## src/rtl/soc_arb_wb.sv

```systemverilog
// ---------------------------------------------------------------------------
// soc_arb_wb -- round-robin arbiter and hold controller for the shared
// single-layer Wishbone bus between the master mux and the address decoder.
//
// One master owns the bus for a whole Wishbone cycle. The master keeps the
// bus until it drops its m_cyc_i bit, and nothing preempts it. On release,
// the search for the next owner starts just past the releasing master. An
// external bus_hold parks the bus with no owner. A new cycle is never cut
// short to honour bus_hold.
//
// Optional feature macro: SOC_ARB_WATCHDOG_EN
//   defined   : stalled-strobe watchdog, pulses wdt_err_o after TIMEOUT+1
//               consecutive stalled cycles
//   undefined : no counter is built, wdt_err_o is tied low
//
// Parameters
//   MASTERS        number of requesting masters (1..16)
//   TIMEOUT        stalled-strobe cycles tolerated before abort (>= 2)
//   IW             width of grant_idx_o (local)
// Ports
//   clk_i          bus clock
//   rst_ni         synchronous active-low reset
//   m_cyc_i        per-master cycle requests
//   bus_stb_i      strobe of the currently muxed master
//   bus_ack_i      slave acknowledge
//   bus_err_i      slave error
//   bus_rty_i      slave retry
//   bus_hold       request to park the bus
//   bus_hold_ack   bus parked, no master granted
//   grant_o        one-hot grant (registered)
//   grant_idx_o    binary index of the granted master (registered)
//   grant_valid_o  a grant is active (registered)
//   wdt_err_o      watchdog abort pulse
// ---------------------------------------------------------------------------
module soc_arb_wb #(
    parameter int  MASTERS = 2,
    parameter int  TIMEOUT = 255,
    localparam int IW      = (MASTERS > 1) ? $clog2(MASTERS) : 1
) (
    input  logic               clk_i,
    input  logic               rst_ni,
    input  logic [MASTERS-1:0] m_cyc_i,
    input  logic               bus_stb_i,
    input  logic               bus_ack_i,
    input  logic               bus_err_i,
    input  logic               bus_rty_i,
    input  logic               bus_hold,
    output logic               bus_hold_ack,
    output logic [MASTERS-1:0] grant_o,
    output logic [IW-1:0]      grant_idx_o,
    output logic               grant_valid_o,
    output logic               wdt_err_o
);

    typedef enum logic [1:0] {
        IDLE  = 2'd0,
        GRANT = 2'd1,
        HOLD  = 2'd2
    } state_t;

    state_t             state_q, state_d;
    logic [IW-1:0]      ptr_q, ptr_d;
    logic [MASTERS-1:0] grant_q, grant_d;
    logic [IW-1:0]      grant_idx_q, grant_idx_d;
    logic               grant_valid_q, grant_valid_d;

    logic               released;     // owner dropped m_cyc_i this cycle
    logic               keep;         // owner still holds the bus
    logic               issue;        // a fresh grant is given at this edge
    logic [IW-1:0]      release_ptr;  // index just past the current owner
    logic [IW-1:0]      scan_ptr;     // where the winner search starts
    logic [IW-1:0]      cand;
    logic               win_found;
    logic [IW-1:0]      win_idx;
    logic               wdt;

    assign keep     = (state_q == GRANT) &&  m_cyc_i[grant_idx_q];
    assign released = (state_q == GRANT) && !m_cyc_i[grant_idx_q];

    assign release_ptr = (grant_idx_q == IW'(MASTERS - 1)) ? '0 : grant_idx_q + IW'(1);

    // A back-to-back handoff must already see the advanced pointer, so the
    // search starts past the releasing owner rather than at ptr_q.
    assign scan_ptr = (state_q == GRANT) ? release_ptr : ptr_q;

    // Round-robin winner: first requesting master at scan_ptr, scan_ptr+1, ...
    always_comb begin
        // NOTE: every variable written here gets a default first, so no path
        // leaves one unassigned and no latch is inferred.
        win_found = 1'b0;
        win_idx   = '0;
        cand      = '0;
        for (int i = 0; i < MASTERS; i++) begin
            cand = IW'((int'(scan_ptr) + i) % MASTERS);
            if (!win_found && m_cyc_i[cand]) begin
                win_found = 1'b1;
                win_idx   = cand;
            end
        end
    end

    // ---------------- state register ----------------
    always_ff @(posedge clk_i) begin
        // NOTE: sequential state uses non-blocking assignments only, so every
        // register samples values from before the edge regardless of order.
        if (!rst_ni) begin
            state_q       <= IDLE;
            ptr_q         <= '0;
            grant_q       <= '0;
            grant_idx_q   <= '0;
            grant_valid_q <= 1'b0;
        end else begin
            state_q       <= state_d;
            ptr_q         <= ptr_d;
            grant_q       <= grant_d;
            grant_idx_q   <= grant_idx_d;
            grant_valid_q <= grant_valid_d;
        end
    end

    // ---------------- next-state logic ----------------
    always_comb begin
        state_d = state_q;
        ptr_d   = ptr_q;
        issue   = 1'b0;
        unique case (state_q)
            IDLE: begin
                // Hold wins over pending requests.
                if (bus_hold) begin
                    state_d = HOLD;
                end else if (win_found) begin
                    state_d = GRANT;
                    issue   = 1'b1;
                end
            end
            GRANT: begin
                if (released) begin
                    ptr_d = release_ptr;
                    if (bus_hold) begin
                        state_d = HOLD;
                    end else if (win_found) begin
                        state_d = GRANT;
                        issue   = 1'b1;
                    end else begin
                        state_d = IDLE;
                    end
                end
            end
            HOLD: begin
                if (!bus_hold) state_d = IDLE;
            end
            default: state_d = IDLE;
        endcase

        // The one-hot vector, index and valid flag are computed together so
        // the three registered outputs can never disagree.
        grant_valid_d = issue || keep;
        grant_idx_d   = issue ? win_idx : (keep ? grant_idx_q : '0);
        grant_d       = '0;
        if (grant_valid_d) grant_d[grant_idx_d] = 1'b1;
    end

    // ---------------- output logic ----------------
    always_comb begin
        grant_o       = grant_q;
        grant_idx_o   = grant_idx_q;
        grant_valid_o = grant_valid_q;
        bus_hold_ack  = (state_q == HOLD);
        wdt_err_o     = wdt;
    end

`ifdef SOC_ARB_WATCHDOG_EN
    localparam int TW = $clog2(TIMEOUT + 1);

    logic [TW-1:0] cnt_q, cnt_d;
    logic          term;

    assign term = bus_ack_i || bus_err_i || bus_rty_i;

    // A real termination in the same cycle wins over the abort.
    assign wdt = (state_q == GRANT) && bus_stb_i && (cnt_q == TW'(TIMEOUT)) && !term;

    // Counts consecutive stalled strobe cycles of the current owner. Any
    // termination, idle strobe, abort pulse or change of owner restarts it,
    // so the pulse re-arms if the master keeps strobing.
    always_comb begin
        cnt_d = '0;
        if (keep && bus_stb_i && !term && !wdt) begin
            cnt_d = (cnt_q == TW'(TIMEOUT)) ? cnt_q : cnt_q + TW'(1);
        end
    end

    always_ff @(posedge clk_i) begin
        if (!rst_ni) cnt_q <= '0;
        else         cnt_q <= cnt_d;
    end
`else
    // Slave-side termination and strobe only feed the watchdog.
    logic wdt_unused;
    assign wdt_unused = ^{bus_stb_i, bus_ack_i, bus_err_i, bus_rty_i, (TIMEOUT >= 2)};
    assign wdt        = 1'b0;
`endif

endmodule
```

## config.mk

```make
export PLATFORM = sky130hd
export DESIGN_NAME = soc_arb_wb
export DESIGN_NICKNAME = d
export VERILOG_FILES = /design/src/rtl/soc_arb_wb.sv
export SDC_FILE = /design/constraint.sdc
export NUM_CORES = 1
export LEC_CHECK = 0
export CAP_MARGIN = 20
export CORE_AREA = 3 3 40 42
export DETAILED_ROUTE_END_ITERATION = 7
export DIE_AREA = 0 0 43 45
export PLACE_DENSITY = 0.58
export SLEW_MARGIN = 20
export SYNTH_ARGS = -nofsm -noshare
export SYNTH_HDL_FRONTEND = slang
export SYNTH_SLANG_ARGS = --single-unit
```

## constraint.sdc

```tcl
create_clock -name clk_i -period 1.8 [get_ports clk_i]
set_input_delay 0.36 -clock clk_i [delete_from_list [all_inputs] [get_ports clk_i]]
set_output_delay 0.36 -clock clk_i [all_outputs]
set_load 0.03 [all_outputs]
```

# --- After elaboration in Yosys (flattened, before gate mapping) ---
# Index checks and enable logic that the tools add are counted.
op_classes:
  add_sub_neg: 2
  n_mul: 0
  div_mod_pow: 0
  magnitude_cmp: 5
  n_eq_ne: 5
  shift: 0
  muxes: 27
  bitwise_logic: 0
  n_reduce_logical: 11
op_table:
  columns: ["op", "n"]
  rows:
  - ["1-bit two-way mux", 19]
  - ["2-bit two-way mux", 5]
  - ["1-bit by 2-bit less-than comparator with 1-bit output, second input constant", 4]
  - ["2-bit one-hot mux with 3 select lines", 1]
  - ["1-bit logical AND", 4]
  - ["2-bit inequality test, second input constant", 2]
  - ["2-bit AND reduction", 2]
  - ["3-bit inequality test, second input constant", 1]
  - ["3-bit AND reduction", 1]
  - ["1-bit adder, second input constant", 2]
  - ["2-bit by 1-bit equality test with 1-bit output, second input constant", 1]
  - ["2-bit equality test, second input constant", 1]
  - ["1-bit zero test", 2]
  - ["2-bit zero test", 1]
  - ["1-bit one-hot mux with 2 select lines", 1]
  - ["1-bit demux with 1-bit select", 1]
  - ["1-bit >= comparator, second input constant", 1]
  - ["1-bit logical OR", 1]
word_totals:
  reg_bits: 7
  latch_bits: 0
  mem_bits_rw: 0
  rom_bits: 0
  in_bits: 9
  out_inout_bits: 6
  elab_cells: 55
  n_memories: 0

# --- Logic depth before layout (Yosys ltp) ---
# Gate-level depths: netlist of run 1.
logic_depth:
  depth_word: 18
  ltp_mapped: 4
  ltp_nobuf: 4

# --- Worst setup path before layout of run 1 ---
# No wires, ideal clock.
synth_path:
  kind: "reg2reg"
  start: "reg grant_idx_q, in the netlist grant_idx_o"
  end: "reg grant_idx_q, in the netlist grant_idx_o"
  setup_time_ps: 60
  arrival_time_ps: 1228
  required_time_ps: 1740
  path_slack_ps: 512
  stages_incl_launch_ff: 4
  path_buffers: 0
  synth_period_minus_slack_ps: 1288
  cell_sequence: "dfxtp_1 -> a21oi_1 -> a2111oi_2 -> and2_1"
synth_between:
  elab_chain_len: 14
  word_cells_on_any_way: 25
  classes_between: "add/sub: 2; mux: 18; reduce/logical: 5"
synth_lines:
  columns: ["element", "line", "text"]
  rows:
  - ["start: declaration", "64", "logic [IW-1:0] grant_idx_q, grant_idx_d;"]
  - ["start signal: assignment", "116", "grant_idx_q <= grant_idx_d;"]
  - ["1-bit adder", "80", "assign release_ptr = (grant_idx_q == IW'(MASTERS - 1)) ? '0 : grant_idx_q + IW'(1);"]
  - ["1-bit two-way mux", "80", null]
  - ["1-bit two-way mux", "84", "assign scan_ptr = (state_q == GRANT) ? release_ptr : ptr_q;"]
  - ["1-bit two-way mux (not written as such) (2 in series)", "95", "if (!win_found && m_cyc_i[cand]) begin"]
  - ["1-bit two-way mux", "95", null]
  - ["1-bit zero test", "95", null]
  - ["1-bit logical AND", "95", null]
  - ["1-bit two-way mux", "95", null]
  - ["1-bit two-way mux", "131, 141", null]
  - ["1-bit two-way mux", "129", "if (bus_hold) begin"]
  - ["1-bit two-way mux", "137", "if (released) begin"]
  - ["1-bit one-hot mux with 2 select lines", "126", "unique case (state_q)"]
  - ["1-bit two-way mux (*)", "158", "grant_idx_d = issue ? win_idx : (keep ? grant_idx_q : '0);"]
# Mark *: on every way between the ends. The rest lies on a longest branch, timed or not. The select of a mux whose other input is x is not followed.
# A chain may end at the register's enable or synchronous reset.

# --- Worst setup path after layout of run 1 ---
layout_path:
  start: "reg grant_q[0], in the netlist grant_o[0]"
  end: "out grant_o[0]"
layout_rtl:
  columns: ["element", "line", "text"]
  rows:
  - ["start: declaration", "63", "logic [MASTERS-1:0] grant_q, grant_d;"]
  - ["start signal: assignment", "115", "grant_q <= grant_d;"]
  - ["end: declaration", "49", "output logic [MASTERS-1:0] grant_o,"]
# No word-level cell between the ends.

==> impl_metrics.tcl, run 1 <==
set metrics [dict create \
    status "finished clean" \
    cts_sinks 7 \
    path_class "reg2out" \
    drtIter0Drc 7 \
    setup_ws_ns 0.232 \
    area_growth_pct 48.8 \
    cp_slowest_cell "clkdlybuf4s50_1" \
    first_global_vias 262 \
    seq_area_frac_synth_pct 45.2 \
    vias 275 \
    clkTransAtPathRegs_ns 0.05 \
    layout_common_cells "dfxtp_1 (7), clkdlybuf4s50_1 (7), nor2b_1 (4), a21oi_1 (4)" \
    max-vdd-ir-drop_uv 365 \
    drv_slew 0 \
    dr.max_layer_used "met4" \
    grt_max_degree 8 \
    clockBufferDepth 2 \
    ctsHoldBuffers 0 \
    hold_violations 0 \
    hpwlAfterDp_um 445 \
    grt_first_pass_wirelength_mm 1.10 \
    drive_gt1_share_pct 16.3 \
    drt_wl_total_um 603 \
    syn_nets 43 \
    p_leak_nw 0.207 \
    num_rows 13 \
    dr.pass1.iters 5 \
    wl_met1_um 281 \
    cts_buffers 3 \
    power_w 0.000379 \
    synth_top_area_cell "dfxtp_1" \
    path_depth 1 \
    fin_crit_sh_pct 87.1 \
    place_inst 60 \
    rsz0062_at_grt "false" \
    cp-end-kind "primary output" \
    avgViaCountPerCell 4.30 \
    clkLatencyLatePin_ns 0.25 \
    track_usage_pct 8.60 \
    ant_nets 0 \
    max_freq_ghz 0.638 \
    cp_top_family "buffers and inverters" \
    dieArea_um2 1940 \
    drcViolationCount 0 \
    wl_met3_um 73 \
    ios 15 \
    n_antenna_cell 0 \
    required_ns 1.44 \
    ys_types 18 \
    synthTopCellsByArea "dfxtp_1 (45%), nor2b_1 (8.1%), a21oi_1 (6.5%)" \
    cp.arrival_ns 1.21 \
    crit_chain "clkdlybuf4s50_1" \
    critPathMaxStageDelay_ns 0.66 \
    rr_worst_depth 4 \
    synthCells 34 \
    portBuffers 9 \
    finalSetupTns_ns 0 \
    cts_tree "built" \
    place_ws_ns 0.0770 \
    core_area_um2 1280 \
    postCtsSetupBuffers 0 \
    worst-path-buf-inv 1 \
    wire_per_inst_um 9.42 \
    root_buffer "clkbuf_4" \
    cts_max_level 1 \
    worstSetupStartpointType "flop" \
    hold_depth 2 \
    gr-total-overflow 0 \
    die_y_um 45 \
    synth.cell_area_um2 310 \
    synth_warnings 0 \
    route.met2.wl_um 235 \
    fin_crit_ns 1.57 \
    stdcell_count 64 \
    path_max_fanout 1 \
    ys_ff_latch 7 \
    fp.dieW_um 43 \
    powerDensity_nw_per_um2 821 \
    final_net_count 59 \
    synth_top_area_share_pct 45.2 \
    clock_skew_ns 0.00144 \
    syn_avg_cell_area_um2 9.13 \
    placed_cell_area_um2 434 \
    start_util_pct 24.1 \
    setup_violations 0 \
    min_path_type "reg2reg" \
    maxCapViolCount 0 \
    design_area_um2 462 \
    gp_congestion 0.759 \
    antenna_found_initial 0 \
]
[flip-flops by register name, indices dropped and copies added (netlist names)]
register / count
grant_valid_o: 1
grant_o: 2
state_q: 2
grant_idx_o: 1
ptr_q: 1
[cells in the mapped netlist]
library cell	count
mux2i_1	1
conb_1	1
a21boi_1	1
a21oi_1	4
nor2b_1	4
a2111oi_2	1
o21bai_1	1
nand2b_2	1
and2_1	2
nand2b_1	2
nand2_1	1
o21ai_0	3
inv_1	1
o21a_1	1
dfxtp_1	7
buf_4	1
and3_1	1
nor2_1	1
[final cells by class]
cell class,count,area [µm²]
clock buffers,4,26.3
fillers,140,823
inverters,1,3.75
multi-input cells,25,159
flip-flops and latches,7,140
well taps,15,18.8
repair buffers,12,114
[path summary, 6_finish.rpt]
kind	start	end	slack, ns
max	grant_o[0]	grant_o[0]	0.23
min reg2reg	ptr_q	ptr_q	0.50
max reg2reg	state_q[1]	grant_o[1]	0.46
min	ptr_q	ptr_q	0.50
[what timing repair did]
item                       4_1_cts  5_1_grt
gates resized for setup          1        1
setup endpoints to repair        1        1
cloned                           0        0
[metal layers]
layer  global-route usage (%)  up-vias
met5                        0        -
met2                     9.88       16
met3                     7.57        2
met4                     5.42        0
met1                     10.2      115
li1                         -      142
[logic make-up (layout without fill, tap and decap cells)]
| family | count (synthesis) | in the layout | share of synthesized area [%] |
|---|---|---|---|
| compound gates | 11 | 11 | 23.4 |
| buf+inv | 2 | 17 | 3.63 |
| flops | 7 | 7 | 45.2 |
| mux | 1 | 1 | 3.23 |
| other cells | 1 | 1 | 1.21 |
| simple gates | 12 | 12 | 23.4 |
[report_power, final]
group / internal (W) / switching, W / total, W
combinational: 0.0000338 / 0.0000322 / 0.0000660
sequential: 0.000165 / 0.00000740 / 0.000172
clock: 0.0000845 / 0.0000564 / 0.000141
[through the flow]
stage / utilization, % / hold slack, ns
2_1_floorplan: - / 0.466
5_1_grt: 35.9 / 0.539
3_3_place_gp: 33.8 / 0.484
4_1_cts: 35.7 / 0.501
3_5_place_dp: 33.8 / 0.490
6_report: 35.9 / 0.503
(Power assumes the default switching activity.)
==> run 2: changes to the inputs <==
--- a/config.mk
+++ b/config.mk
@@ -6,10 +6,11 @@
 export NUM_CORES = 1
 export LEC_CHECK = 0
 export CAP_MARGIN = 20
-export CORE_AREA = 3 3 40 42
+export CORE_AREA = 2 2 39 41
 export DETAILED_ROUTE_END_ITERATION = 7
-export DIE_AREA = 0 0 43 45
+export DIE_AREA = 0 0 41 43
 export PLACE_DENSITY = 0.58
+export SKIP_LAST_GASP = 1
 export SLEW_MARGIN = 20
 export SYNTH_ARGS = -nofsm -noshare
 export SYNTH_HDL_FRONTEND = slang
==> run 2 against run 1 <==
Against the previous run: worst hold slack lost 0.0035 ns; critical path depth did not move; setup slack gained 0.0072 ns; critical path type unchanged.
==> impl_metrics.tcl, run 2 (synthesized netlist as in run 1, its figures left out) <==
set metrics [dict create \
    grt_max_degree 8 \
    start_util_pct 22.4 \
    rsz0062_at_grt "false" \
    core_area_um2 1380 \
    ctsHoldBuffers 0 \
    worst-path-buf-inv 1 \
    n_antenna_cell 0 \
    gr-total-overflow 0 \
    min_path_type "reg2reg" \
    clkTransAtPathRegs_ns 0.06 \
    cp.arrival_ns 1.20 \
    startpoint "grant_valid_o" \
    drcViolationCount 0 \
    cts_max_level 1 \
    layout_common_cells "dfxtp_1 (7), clkdlybuf4s50_1 (7), nor2b_1 (4), a21oi_1 (4)" \
    cts_buffers 3 \
    cp_top_family "buffers and inverters" \
    ant_nets 0 \
    path_max_fanout 1 \
    ios 15 \
    gp_congestion 0.739 \
    required_ns 1.44 \
    finalSetupTns_ns 0 \
    final_core_util_pct 33.5 \
    die_y_um 43 \
    drt_wl_total_um 605 \
    avgViaCountPerCell 4.38 \
    powerDensity_nw_per_um2 824 \
    grt_first_pass_wirelength_mm 1.01 \
    crit_chain "clkdlybuf4s50_1" \
    hold_violations 0 \
    num_rows 14 \
    clockBufferDepth 2 \
    wire_per_inst_um 9.31 \
    clock_skew_ns 0.00881 \
    first_global_vias 267 \
    postCtsSetupBuffers 0 \
    antenna_found_initial 0 \
    cp_slowest_cell "clkdlybuf4s50_1" \
    drv_slew 0 \
    area_growth_pct 49.2 \
    hpwlAfterDp_um 444 \
    r2r_slack_ns 0.45 \
    root_buffer "clkbuf_4" \
    fin_crit_ns 1.56 \
    cts_tree "built" \
    place_inst 61 \
    p_leak_nw 0.207 \
    hp-start "ptr_q" \
    max-vdd-ir-drop_uv 268 \
    drtIter0Drc 4 \
    track_usage_pct 9.25 \
    dieArea_um2 1760 \
    timing.rr.start "state_q[1]" \
    max_freq_ghz 0.640 \
    dr.pass1.iters 4 \
    critPathMaxStageDelay_ns 0.66 \
    vias 285 \
    finalHoldWorstSlack_ns 0.499 \
    path_class "reg2out" \
    maxCapViolCount 0 \
    portBuffers 9 \
    setup_violations 0 \
    worstSetupStartpointType "flop" \
    cts_sinks 7 \
    cp-end-kind "primary output" \
    final_net_count 59 \
    drive_gt1_share_pct 16.3 \
    clkLatencyLatePin_ns 0.25 \
    fp.dieW_um 41 \
    fin_crit_sh_pct 86.7 \
    stdcell_count 65 \
    status "finished clean" \
]
[run 2: final cells by class]
cell class                 instances  area (µm²)
clock buffer                       4        26.3
fill                             151         921
inverter                           1        3.75
multi-input combinational         25         159
sequential                         7         140
tap                               16        20.0
timing repair buffer              12         114
[run 2: metrics by stage]
stage,area (µm²),setup slack [ns],power [W]
after floorplan,310,0.512,0.000212
after global placement,435,0.0746,0.000242
after detailed placement,435,0.0841,0.000242
after CTS,460,0.0359,0.000390
after global routing,463,0.187,0.000408
final,463,0.239,0.000382
[run 2: metal layers]
metal	up-vias	wire [µm]	track usage, %
li1	144	-	-
met1	130	275	11.0
met2	9	282	11.6
met3	2	32	1.57
met4	0	14	12.0
met5	-	0	0
[run 2: worst paths after layout]
check	endpoint	depth (start not counted)
worst max-delay path	grant_valid_o	1
worst min-delay path	ptr_q	2
worst min register to register	ptr_q	2
worst max register to register	grant_o[1]	4
[run 2: worst reg2reg max path, cell delays in order, from the launching register on]
cell and delay (ns):
dfxtp_1 0.34, nand2b_2 0.21, mux2i_1 0.14, a2111oi_2 0.42
and2_1 0.17
[run 2: where the power goes]
| group | total, W | internal, W | switching, W |
|---|---|---|---|
| logic | 0.0000663 | 0.0000338 | 0.0000325 |
| clock network | 0.000143 | 0.0000846 | 0.0000587 |
| registers | 0.000172 | 0.000165 | 0.00000727 |
| total | 0.000382 | 0.000283 | 0.0000985 |
[run 2: timing repair]
action	CTS	global route
endpoints found under the hold margin	0	0
endpoints found under the setup margin	1	1
gates resized for setup	1	1
